--- src/rtl/tdc_sweep_gen.sv ---
// tdc_sweep_gen: start/stop stimulus generator for TDC characterisation.
// Each shot raises start. Each stop[c] then rises at cur_delay + c*ch_spacing
// and stays high for pulse_w cycles. Start falls together with the last stop.
// Shots repeat at max(period, L+1), optionally sweeping the delay shot by shot.
module tdc_sweep_gen #(
  parameter int CNT_W = 16,
  parameter int N_CH  = 4,
  parameter int PW_W  = 8
) (
  input  logic              clock,
  input  logic              reset_n,
  input  logic              enable,
  input  logic              go,
  input  logic [1:0]        mode,
  input  logic [CNT_W-1:0]  delay_min,
  input  logic [CNT_W-1:0]  delay_max,
  input  logic [CNT_W-1:0]  delay_step,
  input  logic [CNT_W-1:0]  ch_spacing,
  input  logic [CNT_W-1:0]  period,
  input  logic [PW_W-1:0]   pulse_w,
  output logic              start,
  output logic [N_CH-1:0]   stop,
  output logic              busy,
  output logic              done,
  output logic [CNT_W-1:0]  cur_delay,
  output logic [CNT_W-1:0]  shot_count
);

  // Wide enough for cur_delay + (N_CH-1)*ch_spacing + pulse_w plus one guard bit.
  localparam int LW = CNT_W + $clog2(N_CH) + PW_W + 1;

  localparam logic [LW-1:0]    TC_ONE  = {{(LW-1){1'b0}}, 1'b1};
  localparam logic [CNT_W-1:0] CNT_ONE = {{(CNT_W-1){1'b0}}, 1'b1};
  localparam logic [PW_W-1:0]  PW_ONE  = {{(PW_W-1){1'b0}}, 1'b1};

  localparam logic [1:0] MODE_SINGLE = 2'd0;
  localparam logic [1:0] MODE_ONCE   = 2'd1;
  localparam logic [1:0] MODE_CONT   = 2'd2;
  localparam logic [1:0] MODE_FIXED  = 2'd3;

  typedef enum logic [1:0] {
    S_IDLE  = 2'd0,
    S_ARM   = 2'd1,
    S_PULSE = 2'd2,
    S_GAP   = 2'd3
  } state_t;

  state_t           state_r, state_s;
  logic [LW-1:0]    tc_r, tc_s;          // cycles since start rose for this shot
  logic [1:0]       mode_r;
  logic [CNT_W-1:0] dmin_r, dmax_r, step_r, spacing_r, period_r;
  logic [PW_W-1:0]  pw_r;

  logic             latch_s;
  logic [CNT_W-1:0] delay_s, count_s;
  logic             busy_s, done_s, start_s;
  logic [N_CH-1:0]  stop_s;
  logic [LW-1:0]    shot_len_s, period_eff_s, tc_inc_s, rise_s;
  logic [CNT_W:0]   sweep_sum_s;
  logic             sweep_over_s;

  // Shot length, effective period and the sweep increment for the current shot.
  always_comb begin
    shot_len_s = LW'(cur_delay) + (LW'(spacing_r) * LW'(N_CH - 1)) + LW'(pw_r);
    if (LW'(period_r) > shot_len_s) begin
      period_eff_s = LW'(period_r);
    end else begin
      period_eff_s = shot_len_s + TC_ONE;
    end
    tc_inc_s     = tc_r + TC_ONE;
    sweep_sum_s  = {1'b0, cur_delay} + {1'b0, step_r};
    sweep_over_s = (sweep_sum_s > {1'b0, dmax_r});
  end

  // Next-state logic: run acceptance, shot sequencing, sweep update and abort.
  always_comb begin
    state_s = state_r;
    tc_s    = tc_r;
    delay_s = cur_delay;
    count_s = shot_count;
    busy_s  = busy;
    done_s  = 1'b0;
    latch_s = 1'b0;
    if (!enable) begin
      // Abort: drop to IDLE without done; delay and count keep their values.
      state_s = S_IDLE;
      tc_s    = {LW{1'b0}};
      busy_s  = 1'b0;
    end else begin
      case (state_r)
        S_IDLE: begin
          if (go) begin
            state_s = S_ARM;
            tc_s    = {LW{1'b0}};
            latch_s = 1'b1;
            delay_s = delay_min;
            count_s = {CNT_W{1'b0}};
            busy_s  = 1'b1;
          end else begin
            busy_s  = 1'b0;
          end
        end
        S_ARM: begin
          state_s = S_PULSE;
          tc_s    = {LW{1'b0}};
        end
        S_PULSE: begin
          tc_s = tc_inc_s;
          if (tc_inc_s >= shot_len_s) begin
            state_s = S_GAP;
            count_s = shot_count + CNT_ONE;
          end else begin
            state_s = S_PULSE;
          end
        end
        S_GAP: begin
          tc_s = tc_inc_s;
          if (tc_inc_s >= period_eff_s) begin
            tc_s = {LW{1'b0}};
            case (mode_r)
              MODE_SINGLE: begin
                state_s = S_IDLE;
                busy_s  = 1'b0;
                done_s  = 1'b1;
              end
              MODE_ONCE: begin
                if (sweep_over_s) begin
                  state_s = S_IDLE;
                  busy_s  = 1'b0;
                  done_s  = 1'b1;
                end else begin
                  state_s = S_PULSE;
                  delay_s = sweep_sum_s[CNT_W-1:0];
                end
              end
              MODE_CONT: begin
                state_s = S_PULSE;
                if (sweep_over_s) begin
                  delay_s = dmin_r;
                end else begin
                  delay_s = sweep_sum_s[CNT_W-1:0];
                end
              end
              MODE_FIXED: begin
                state_s = S_PULSE;
                delay_s = dmin_r;
              end
              default: begin
                state_s = S_IDLE;
                busy_s  = 1'b0;
                done_s  = 1'b1;
              end
            endcase
          end else begin
            state_s = S_GAP;
          end
        end
        default: begin
          state_s = S_IDLE;
          busy_s  = 1'b0;
        end
      endcase
    end
  end

  // Pulse levels for the next cycle, from the next shot-relative time and delay.
  always_comb begin
    start_s = (state_s == S_PULSE);
    stop_s  = {N_CH{1'b0}};
    rise_s  = {LW{1'b0}};
    for (int c = 0; c < N_CH; c++) begin
      rise_s = LW'(delay_s) + (LW'(spacing_r) * LW'(c));
      if (start_s && (tc_s >= rise_s) && (tc_s < (rise_s + LW'(pw_r)))) begin
        stop_s[c] = 1'b1;
      end else begin
        stop_s[c] = 1'b0;
      end
    end
  end

  // FSM state and shot-relative cycle counter.
  always_ff @(posedge clock or negedge reset_n) begin
    if (!reset_n) begin
      state_r <= S_IDLE;
      tc_r    <= {LW{1'b0}};
    end else begin
      state_r <= state_s;
      tc_r    <= tc_s;
    end
  end

  // Configuration shadow registers, captured once when a run is accepted.
  always_ff @(posedge clock or negedge reset_n) begin
    if (!reset_n) begin
      mode_r    <= 2'd0;
      dmin_r    <= {CNT_W{1'b0}};
      dmax_r    <= {CNT_W{1'b0}};
      step_r    <= {CNT_W{1'b0}};
      spacing_r <= {CNT_W{1'b0}};
      period_r  <= {CNT_W{1'b0}};
      pw_r      <= {PW_W{1'b0}};
    end else if (latch_s) begin
      mode_r    <= mode;
      dmin_r    <= delay_min;
      dmax_r    <= delay_max;
      step_r    <= (delay_step == {CNT_W{1'b0}}) ? CNT_ONE : delay_step;
      spacing_r <= ch_spacing;
      period_r  <= period;
      pw_r      <= (pulse_w == {PW_W{1'b0}}) ? PW_ONE : pulse_w;
    end
  end

  // Registered outputs.
  always_ff @(posedge clock or negedge reset_n) begin
    if (!reset_n) begin
      start      <= 1'b0;
      stop       <= {N_CH{1'b0}};
      busy       <= 1'b0;
      done       <= 1'b0;
      cur_delay  <= {CNT_W{1'b0}};
      shot_count <= {CNT_W{1'b0}};
    end else begin
      start      <= start_s;
      stop       <= stop_s;
      busy       <= busy_s;
      done       <= done_s;
      cur_delay  <= delay_s;
      shot_count <= count_s;
    end
  end

endmodule
--- config.mk ---
export PLATFORM = sky130hd
export DESIGN_NAME = tdc_sweep_gen
export DESIGN_NICKNAME = d
export VERILOG_FILES = /design/src/rtl/tdc_sweep_gen.sv
export SDC_FILE = /design/constraint.sdc
export NUM_CORES = 1
export LEC_CHECK = 0
export ABC_AREA = 1
export CORE_ASPECT_RATIO = 0.9
export CORE_UTILIZATION = 40
export DETAILED_ROUTE_END_ITERATION = 8
export GPL_ROUTABILITY_DRIVEN = 0
export PLACE_DENSITY = 0.57
export SYNTH_ARGS = -nofsm -noshare
export SYNTH_HDL_FRONTEND = slang
export SYNTH_SLANG_ARGS = --single-unit
--- constraint.sdc ---
create_clock -name clock -period 15 [get_ports clock]
set_input_delay 3 -clock clock [delete_from_list [all_inputs] [get_ports clock]]
set_output_delay 3 -clock clock [all_outputs]
set_load 0.01 [all_outputs]
==> impl_metrics.csv, run 1 <==
group,metric,value,unit
outcome,outcome,"completed",
yosys,yosys.area_share.simple,26.89,%
clocking,clock_latency,0.48,ns
floorplan,placementRows,77,
yosys,synthFlopType,"dfrtp_1",
floorplan,core_area,49420,sq um
detailed_routing,drtPass1Iterations,5,
yosys,async_flop_share,100.0,%
yosys,synth_top_cell_by_area,"ha_1",
yosys,muxShareOfSynthArea,0,%
worst_hold_path,min_path_type,"register to register",
sta,fmax,0.07686,GHz
clocking,clockBufferDepth,2,
detailed_routing,drt_wl_total,69.19,mm
worst_setup_path,cp-start-kind,"register",
detailed_routing,drtIter0Drc,1518,
yosys,yosysTopAreaCellShare,21.28,%
yosys,ys_warn_count,0,
cells_and_area,syn_to_final_growth,13.60,%
floorplan,io_pins,133,
sta,fin_crit,13.01,ns
yosys,yosysUniqueCellTypes,68,
clocking,postCtsSetupBuffers,0,
global_routing,grt_pass1_vias,19880,
floorplan,die_w,238.7,um
floorplan,die_h,215.0,um
place,dp_hpwl,56.87,mm
global_routing,grt_util_all_layers,27.34,%
yosys,synth_top_family_by_area,"simple AND/OR/NAND/NOR gates",
detailed_routing,wire_per_inst,18.80,um
sta,fin_worst_skew,0.02086,ns
clocking,cts_tree,"yes",
yosys,netlist_area,20170,sq um
clocking,clock-sinks,158,
floorplan,initial_core_util,40.81,%
cells_and_area,layout_common_cells,"740 x nand2_1, 343 x ha_1, 337 x inv_1",
sta,timing.final.ws_setup,1.990,ns
sta,period_share,86.73,%
global_routing,grt_overflow_total,0,
worst_setup_path,worst_ep_arrival_time,13.36,ns
clocking,root_buffer,"clkbuf_16",
clocking,h-tree-depth,4,
clocking,cts_buffers,17,
cells_and_area,antenna_cells,0,
sta,slew_violations,0,
worst_setup_path,required,15.35,ns
yosys,synthXorXnorAreaFrac,6.942,%
global_routing,antenna_found_initial,0,
sta,worst_pin_slew,1.099,ns
yosys,synth_area_leaders,"ha_1 21%, dfrtp_1 20%, nand2_1 14%",
worst_setup_path,slowest_stage,"a22oi_1",
yosys,synth-adder-area-share,23.06,%
detailed_routing,vias,20130,
clocking,post_cts_resized,0,
worst_setup_path,critPathMaxStageDelay,0.67,ns
yosys,ys_ff_latch,158,
yosys,avgSynthCellArea,7.035,sq um
yosys,synth_edf_count,0,
clocking,clkTransAtPathRegs,0.08,ns
yosys,synthCells,2867,
place,numPortBuffers,132,
worst_setup_path,end_kind,"register",
job,maxCapViolCount,0,
worst_setup_path,crit_fanout,20,
yosys,yosysSeqAreaShare,19.60,%
clocking,holdBufCountCts,0,
cells_and_area,post-route-cell-area,22910,sq um
yosys,synth_compound_area_share,15.73,%
cells_and_area,drive_gt1_share,5.417,%
place,dp_worst_setup_slack,2.193,ns
place,placed_area,22310,sq um
sta,slew_headroom,26.49,%
worst_setup_path,cpMostUsedCell,"nand2_1",
cells_and_area,nNetsFinal,3452,
sta,finalHoldViolCount,0,
worst_setup_path,worstSetupPathType,"register to register",
global_routing,grt_pass1_wl,108.9,mm
cells_and_area,mostFrequentLayoutCell,"nand2_1",
sta,setup_tns,0,ns
detailed_routing,route.detailed.drc,0,
detailed_routing,ant_nets,0,
sta,rsz0062_at_grt,"false",
cells_and_area,n_fill_cell,5065,
floorplan,dieArea,51330,sq um
global_routing,grt_max_degree,66,
detailed_routing,vias_per_cell,5.471,
sta,setup_viol,0,
-- kinds of logic after synthesis --
family          after synthesis
simple gates               1239
buf+inv                     403
other cells                   1
fa+ha+maj                   361
xor+xnor                    159
flops                       158
compound gates              546
-- synthesized netlist by cell type (8+ instances only) --
library cell / n
a211oi_1: 18
a21o_1: 10
a21oi_1: 230
a221oi_1: 11
clkbuf_1: 33
dfrtp_1: 158
fa_1: 18
ha_1: 343
inv_1: 338
inv_2: 14
nand2_1: 740
nand2_2: 18
nand3_1: 143
nand3b_1: 8
nand4_1: 52
nor2_1: 165
nor2_2: 10
nor3_1: 37
nor3_2: 10
nor4_1: 16
o211ai_1: 18
o21ai_0: 166
o21ai_1: 10
o21bai_1: 21
xnor2_1: 39
xor2_1: 119
-- layout make-up --
cell class              instances  area [sq um]  share of cell area [%]
clock inverters                12         150.1                  0.6553
well taps                     671         839.6                   3.664
clock buffers                  19         452.9                   1.977
flip-flops and latches        158          3954                   17.26
multi-input cells            2308         14670                   64.02
inverters                     354          1329                   5.799
repair buffers                158          1518                   6.624
-- final timing paths --
check	start	end	slack, ns	depth (start not counted)
max	spacing_r[1]	stop[3]	1.99	67
min	step_r[11]	step_r[11]	0.48	2
max reg2reg	spacing_r[1]	stop[3]	1.99	67
min reg2reg	step_r[11]	step_r[11]	0.48	2
max in group asynchronous	reset_n	stop[3]	11.32	2
min in group asynchronous	reset_n	period_r[5]	2.45	1
-- critical path: cells and delay by family, from the launching register on --
kind | cells | cell delay (ns)
AO/OA/AOI/OAI | 21 | 4.42
XOR/XNOR | 4 | 1.03
adder cells (fa/ha/maj) | 9 | 3.08
buffers and inverters | 6 | 0.64
flip-flops | 1 | 0.55
AND/OR/NAND/NOR | 27 | 3.10
-- sequential cells by signal, summed over array words and instances, names as in the netlist, 2 cells and up --
register,flops
tc_r,27
spacing_r,16
period_r,16
pw_r,8
state_r,2
stop,4
mode_r,2
dmax_r,16
step_r,16
dmin_r,16
shot_count,16
cur_delay,16
-- routing by layer --
metal / share of wire (%) / up-vias / global-route usage (%)
met5: 0 / - / 0
met4: 3.5 / 0 / 10.26
met3: 5.8 / 138 / 3.776
met2: 44 / 596 / 42.83
met1: 47 / 9488 / 37.91
li1: - / 9911 / -
-- per-stage QoR --
stage | hold WS [ns] | util, % | cells
after floorplan | 0.4459 | - | 2869
after global placement | 0.4615 | 45.14 | 3649
after detailed placement | 0.4717 | 45.14 | 3649
after CTS | 0.4873 | 46.36 | 3680
after global routing | 0.5154 | 46.36 | 3680
final | 0.4830 | 46.36 | 3680
Power of run 1 is not shown: default switching activity piles up to over one toggle a cycle in this logic, so the estimate is an artifact.
==> inputs of run 2 (changes only) <==
Settings changed: CORE_MARGIN set to 3, RECOVER_POWER set to 25.
==> impl_metrics.csv, run 2 (same netlist as run 1, synthesis figures left out) <==
group,metric,value,unit
outcome,outcome,"finished, violations left",
outcome,violations,"capacitance limit, slew limit",
clocking,cts_tree,"yes",
global_routing,use_met2,41.93,%
clocking,post_cts_resized,0,
detailed_routing,drtIter0Drc,1411,
worst_setup_path,worstSetupPathType,"register to register",
cells_and_area,layout_common_cells,"740 x nand2_1, 343 x ha_1, 337 x inv_1",
global_routing,met3_usage,4.875,%
worst_setup_path,reg2reg_depth,68,
place,numPortBuffers,132,
worst_setup_path,crit_end,"stop[3]",
worst_setup_path,worst_ep_arrival_time,13.21,ns
clocking,clkTransAtPathRegs,0.07,ns
place,dp_hpwl,56.69,mm
worst_setup_path,required,15.38,ns
sta,slew_violations,95,
worst_setup_path,cp-start-kind,"register",
global_routing,antenna_found_initial,2,
floorplan,core_area,49520,sq um
detailed_routing,ant_nets,0,
detailed_routing,drtPass1Iterations,6,
worst_hold_path,min_path_type,"register to register",
floorplan,dieArea,53160,sq um
sta,period_share,85.53,%
cells_and_area,fin_util,46.21,%
cells_and_area,mostFrequentLayoutCell,"nand2_1",
cells_and_area,largest_reg_flops,27,
worst_setup_path,end_kind,"register",
clocking,root_buffer,"clkbuf_16",
floorplan,placementRows,77,
clocking,cts_buffers,17,
worst_setup_path,cpMostUsedCell,"nand2_1",
cells_and_area,drive_gt1_share,5.321,%
cells_and_area,top_register,"tc_r",
global_routing,met1_usage,36.52,%
worst_setup_path,crit_fanout,20,
sta,worst_pin_slew,5.429,ns
sta,setup_viol,0,
sta,fmax,0.07794,GHz
cells_and_area,nNetsFinal,3450,
worst_setup_path,slowest_stage,"a22oi_1",
floorplan,io_pins,133,
worst_hold_path,min-delay-start,"step_r[9]",
floorplan,die_h,219.0,um
detailed_routing,wire_per_inst,18.78,um
floorplan,die_w,242.7,um
sta,finalHoldViolCount,0,
worst_setup_path,crit_start,"spacing_r[1]",
cells_and_area,syn_to_final_growth,13.44,%
floorplan,initial_core_util,40.73,%
sta,setup_tns,0,ns
worst_setup_path,reg2reg_slack,2.17,ns
worst_setup_path,worstReg2RegEnd,"stop[3]",
global_routing,grt_max_degree,95,
sta,fin_worst_skew,0.01683,ns
global_routing,grt_most_used_layer,"met2",
sta,slew_headroom,-261.9,%
job,maxCapViolCount,1,
detailed_routing,vias,19980,
clocking,h-tree-depth,4,
clocking,holdBufCountCts,0,
cells_and_area,antenna_cells,0,
global_routing,grt_pass1_wl,109.5,mm
clocking,clock-sinks,158,
sta,fin_crit,12.83,ns
worst_setup_path,critPathMaxStageDelay,0.63,ns
detailed_routing,route.detailed.drc,0,
clocking,postCtsSetupBuffers,0,
detailed_routing,vias_per_cell,5.431,
global_routing,grt_util_all_layers,26.41,%
sta,rsz0062_at_grt,"false",
global_routing,grt_overflow_total,0,
clocking,clock_latency,0.50,ns
global_routing,grt_pass1_vias,19630,
clocking,clockBufferDepth,2,
worst_setup_path,r2r_start,"spacing_r[1]",
detailed_routing,drt_wl_total,69.09,mm
[run 2: changes by cell type in the layout (fill, tap and decap cells not counted)]
cell / previous run / this run
clkinvlp_4: 4 / 1
clkbuf_1: 0 / 1
buf_4: 26 / 24
buf_6: 1 / 0
clkbuf_8: 2 / 1
clkinv_4: 0 / 2
clkinv_2: 0 / 2
[run 2: cell type report]
class	instances	area [sq um]
Clock inverter	13	155.1
Timing Repair Buffer	156	1495
Sequential cell	158	3954
Inverter	354	1329
Tap cell	671	839.6
Fill cell	5092	26640
Clock buffer	18	439.2
Multi-Input combinational cell	2308	14670
[run 2: worst min path at each step]
stage                       endpoint  slack, ns  depth (start not counted)
after floorplan           step_r[10]       0.45                          2
after global placement     step_r[8]       0.46                          2
after detailed placement   step_r[8]       0.47                          2
after CTS                  step_r[9]       0.48                          2
after global routing       step_r[2]       0.52                          2
final                      step_r[9]       0.48                          2
[run 2: critical path: cells and delay by family, from the launching register on]
family / cells / cell delay [ns]
buffers and inverters: 6 / 0.61
xor gates and xnor gates: 4 / 1.03
adders and majority gates: 9 / 3.08
AOI/OAI and AO/OA: 20 / 4.08
DFF: 1 / 0.54
and+or+nand+nor: 29 / 3.35
[run 2: stage by stage]
step | hold WS (ns) | std cells | area, sq um | setup WS [ns]
finish | 0.4826 | 3678 | 22880 | 2.170
global route | 0.5155 | 3678 | 22880 | 0.5751
CTS | 0.4825 | 3678 | 22890 | 2.256
detailed placement | 0.4658 | 3647 | 22290 | 2.313
global placement | 0.4614 | 3647 | 22290 | 2.645
floorplan | 0.4459 | 2869 | 20180 | 4.515
[run 2: routing by layer]
metal	part of all wire (%)	wire length, um	up-vias
met3	6.8	4675	106
met1	47	32550	9337
met5	0.039	27	-
met4	2.5	1732	4
li1	-	-	9912
met2	44	30110	616
Power of run 2 is left out for the same reason.
==> inputs of run 3 (changes only) <==
Settings changed: CAP_MARGIN set to 10, REMOVE_ABC_BUFFERS set to 1.
==> impl_metrics.csv, run 3 (same netlist as run 1, synthesis figures left out) <==
group,metric,value,unit
cells_and_area,layout_common_cells,"740 x nand2_1, 343 x ha_1, 337 x inv_1",
floorplan,die_h,219.0,um
clocking,holdBufCountCts,0,
worst_setup_path,worst_ep_arrival_time,13.29,ns
clocking,clock_latency,0.50,ns
cells_and_area,fin_util,46.32,%
cells_and_area,n_fill_cell,5018,
floorplan,dieArea,53160,sq um
floorplan,initial_core_util,40.73,%
sta,setup_tns,0,ns
sta,fmax,0.07780,GHz
worst_setup_path,slowest_stage,"a22oi_1",
worst_setup_path,reg2reg_slack,2.15,ns
worst_setup_path,reg2reg_depth,70,
clocking,post_cts_resized,0,
outcome,outcome,"finished, violations left",
worst_hold_path,min-delay-start,"step_r[6]",
worst_setup_path,r2r_start,"spacing_r[1]",
job,maxCapViolCount,2,
sta,slew_violations,102,
cells_and_area,drive_gt1_share,5.474,%
floorplan,core_area,49520,sq um
sta,fin_worst_skew,0.01285,ns
floorplan,die_w,242.7,um
sta,finalHoldViolCount,0,
place,numPortBuffers,132,
place,dp_worst_setup_slack,2.330,ns
global_routing,grt_util_all_layers,25.46,%
sta,rsz0062_at_grt,"false",
clocking,cts_buffers,17,
clocking,clockBufferDepth,2,
cells_and_area,top_register,"tc_r",
outcome,violations,"capacitance limit, slew limit",
clocking,postCtsSetupBuffers,0,
clocking,clkTransAtPathRegs,0.07,ns
sta,worst_pin_slew,3.275,ns
worst_setup_path,worstSetupPathType,"register to register",
cells_and_area,mostFrequentLayoutCell,"nand2_1",
worst_hold_path,whs_endpoint,"step_r[6]",
sta,setup_viol,0,
detailed_routing,ant_nets,0,
sta,timing.final.ws_setup,2.147,ns
cells_and_area,nNetsFinal,3456,
global_routing,grt_pass1_vias,19970,
clocking,clock-sinks,158,
detailed_routing,wire_per_inst,18.16,um
sta,period_share,85.69,%
global_routing,antenna_found_initial,0,
clocking,root_buffer,"clkbuf_16",
detailed_routing,drtIter0Drc,1527,
global_routing,grt_overflow_total,0,
sta,fin_crit,12.85,ns
sta,slew_headroom,-118.4,%
detailed_routing,drt_wl_total,66.92,mm
clocking,cts_tree,"yes",
worst_setup_path,critPathMaxStageDelay,0.58,ns
cells_and_area,largest_reg_flops,27,
detailed_routing,drtPass1Iterations,5,
cells_and_area,antenna_cells,0,
floorplan,placementRows,77,
detailed_routing,vias,20180,
worst_setup_path,path_delay_family,"simple AND/OR/NAND/NOR gates",
worst_hold_path,min_path_type,"register to register",
global_routing,grt_max_degree,100,
place,dp_hpwl,54.80,mm
worst_setup_path,path_buf_inv,7,
worst_setup_path,required,15.44,ns
worst_hold_path,whs_path_depth,2,
detailed_routing,route.detailed.drc,0,
worst_setup_path,worstReg2RegEnd,"stop[2]",
global_routing,grt_pass1_wl,106.5,mm
detailed_routing,vias_per_cell,5.476,
floorplan,io_pins,133,
worst_setup_path,end_kind,"register",
worst_setup_path,crit_fanout,20,
clocking,h-tree-depth,4,
cells_and_area,syn_to_final_growth,13.72,%
worst_setup_path,cp-start-kind,"register",
worst_setup_path,cpMostUsedCell,"nand2_1",
==> run 3: worst max path at each step <==
stage | start | to | slack (ns) | depth (start not counted)
floorplan | spacing_r[1] | stop[2] | 4.37 | 67
global placement | spacing_r[1] | stop[2] | 2.68 | 67
detailed placement | spacing_r[1] | stop[2] | 2.33 | 67
CTS | spacing_r[1] | stop[2] | 2.27 | 67
global route | spacing_r[1] | stop[2] | 0.63 | 70
finish | spacing_r[1] | stop[2] | 2.15 | 70
==> run 3: per-stage QoR <==
stage	instances	instance area, sq um	hold WS [ns]
finish	3685	22940	0.4833
global route	3685	22940	0.5072
CTS	3685	22950	0.4864
detailed placement	3653	22340	0.4698
global placement	3653	22340	0.4716
floorplan	2820	19940	0.4459
==> run 3: tightest hold or removal path: cells and delay by family, from the launching register on <==
family,cells,cell delay [ns]
DFF,1,0.35
and+or+nand+nor,2,0.11
==> run 3: metal layers <==
layer / GRT usage (%) / wire (um) / part of all wire, %
met2: 42.78 / 30690 / 46
met5: 0 / 0 / 0
met1: 34.19 / 31070 / 46
met4: 8.244 / 1674 / 2.5
met3: 3.091 / 3489 / 5.2
==> run 3: final cells by class <==
type | count | area (sq um) | area share (%)
multi-input cells | 2308 | 14670 | 63.95
well taps | 671 | 839.6 | 3.660
inverters | 354 | 1329 | 5.793
repair buffers | 162 | 1536 | 6.699
flip-flops and latches | 158 | 3954 | 17.24
clock buffers | 22 | 484.2 | 2.111
clock inverters | 10 | 125.1 | 0.5455
Power of run 3 is left out for the same reason.
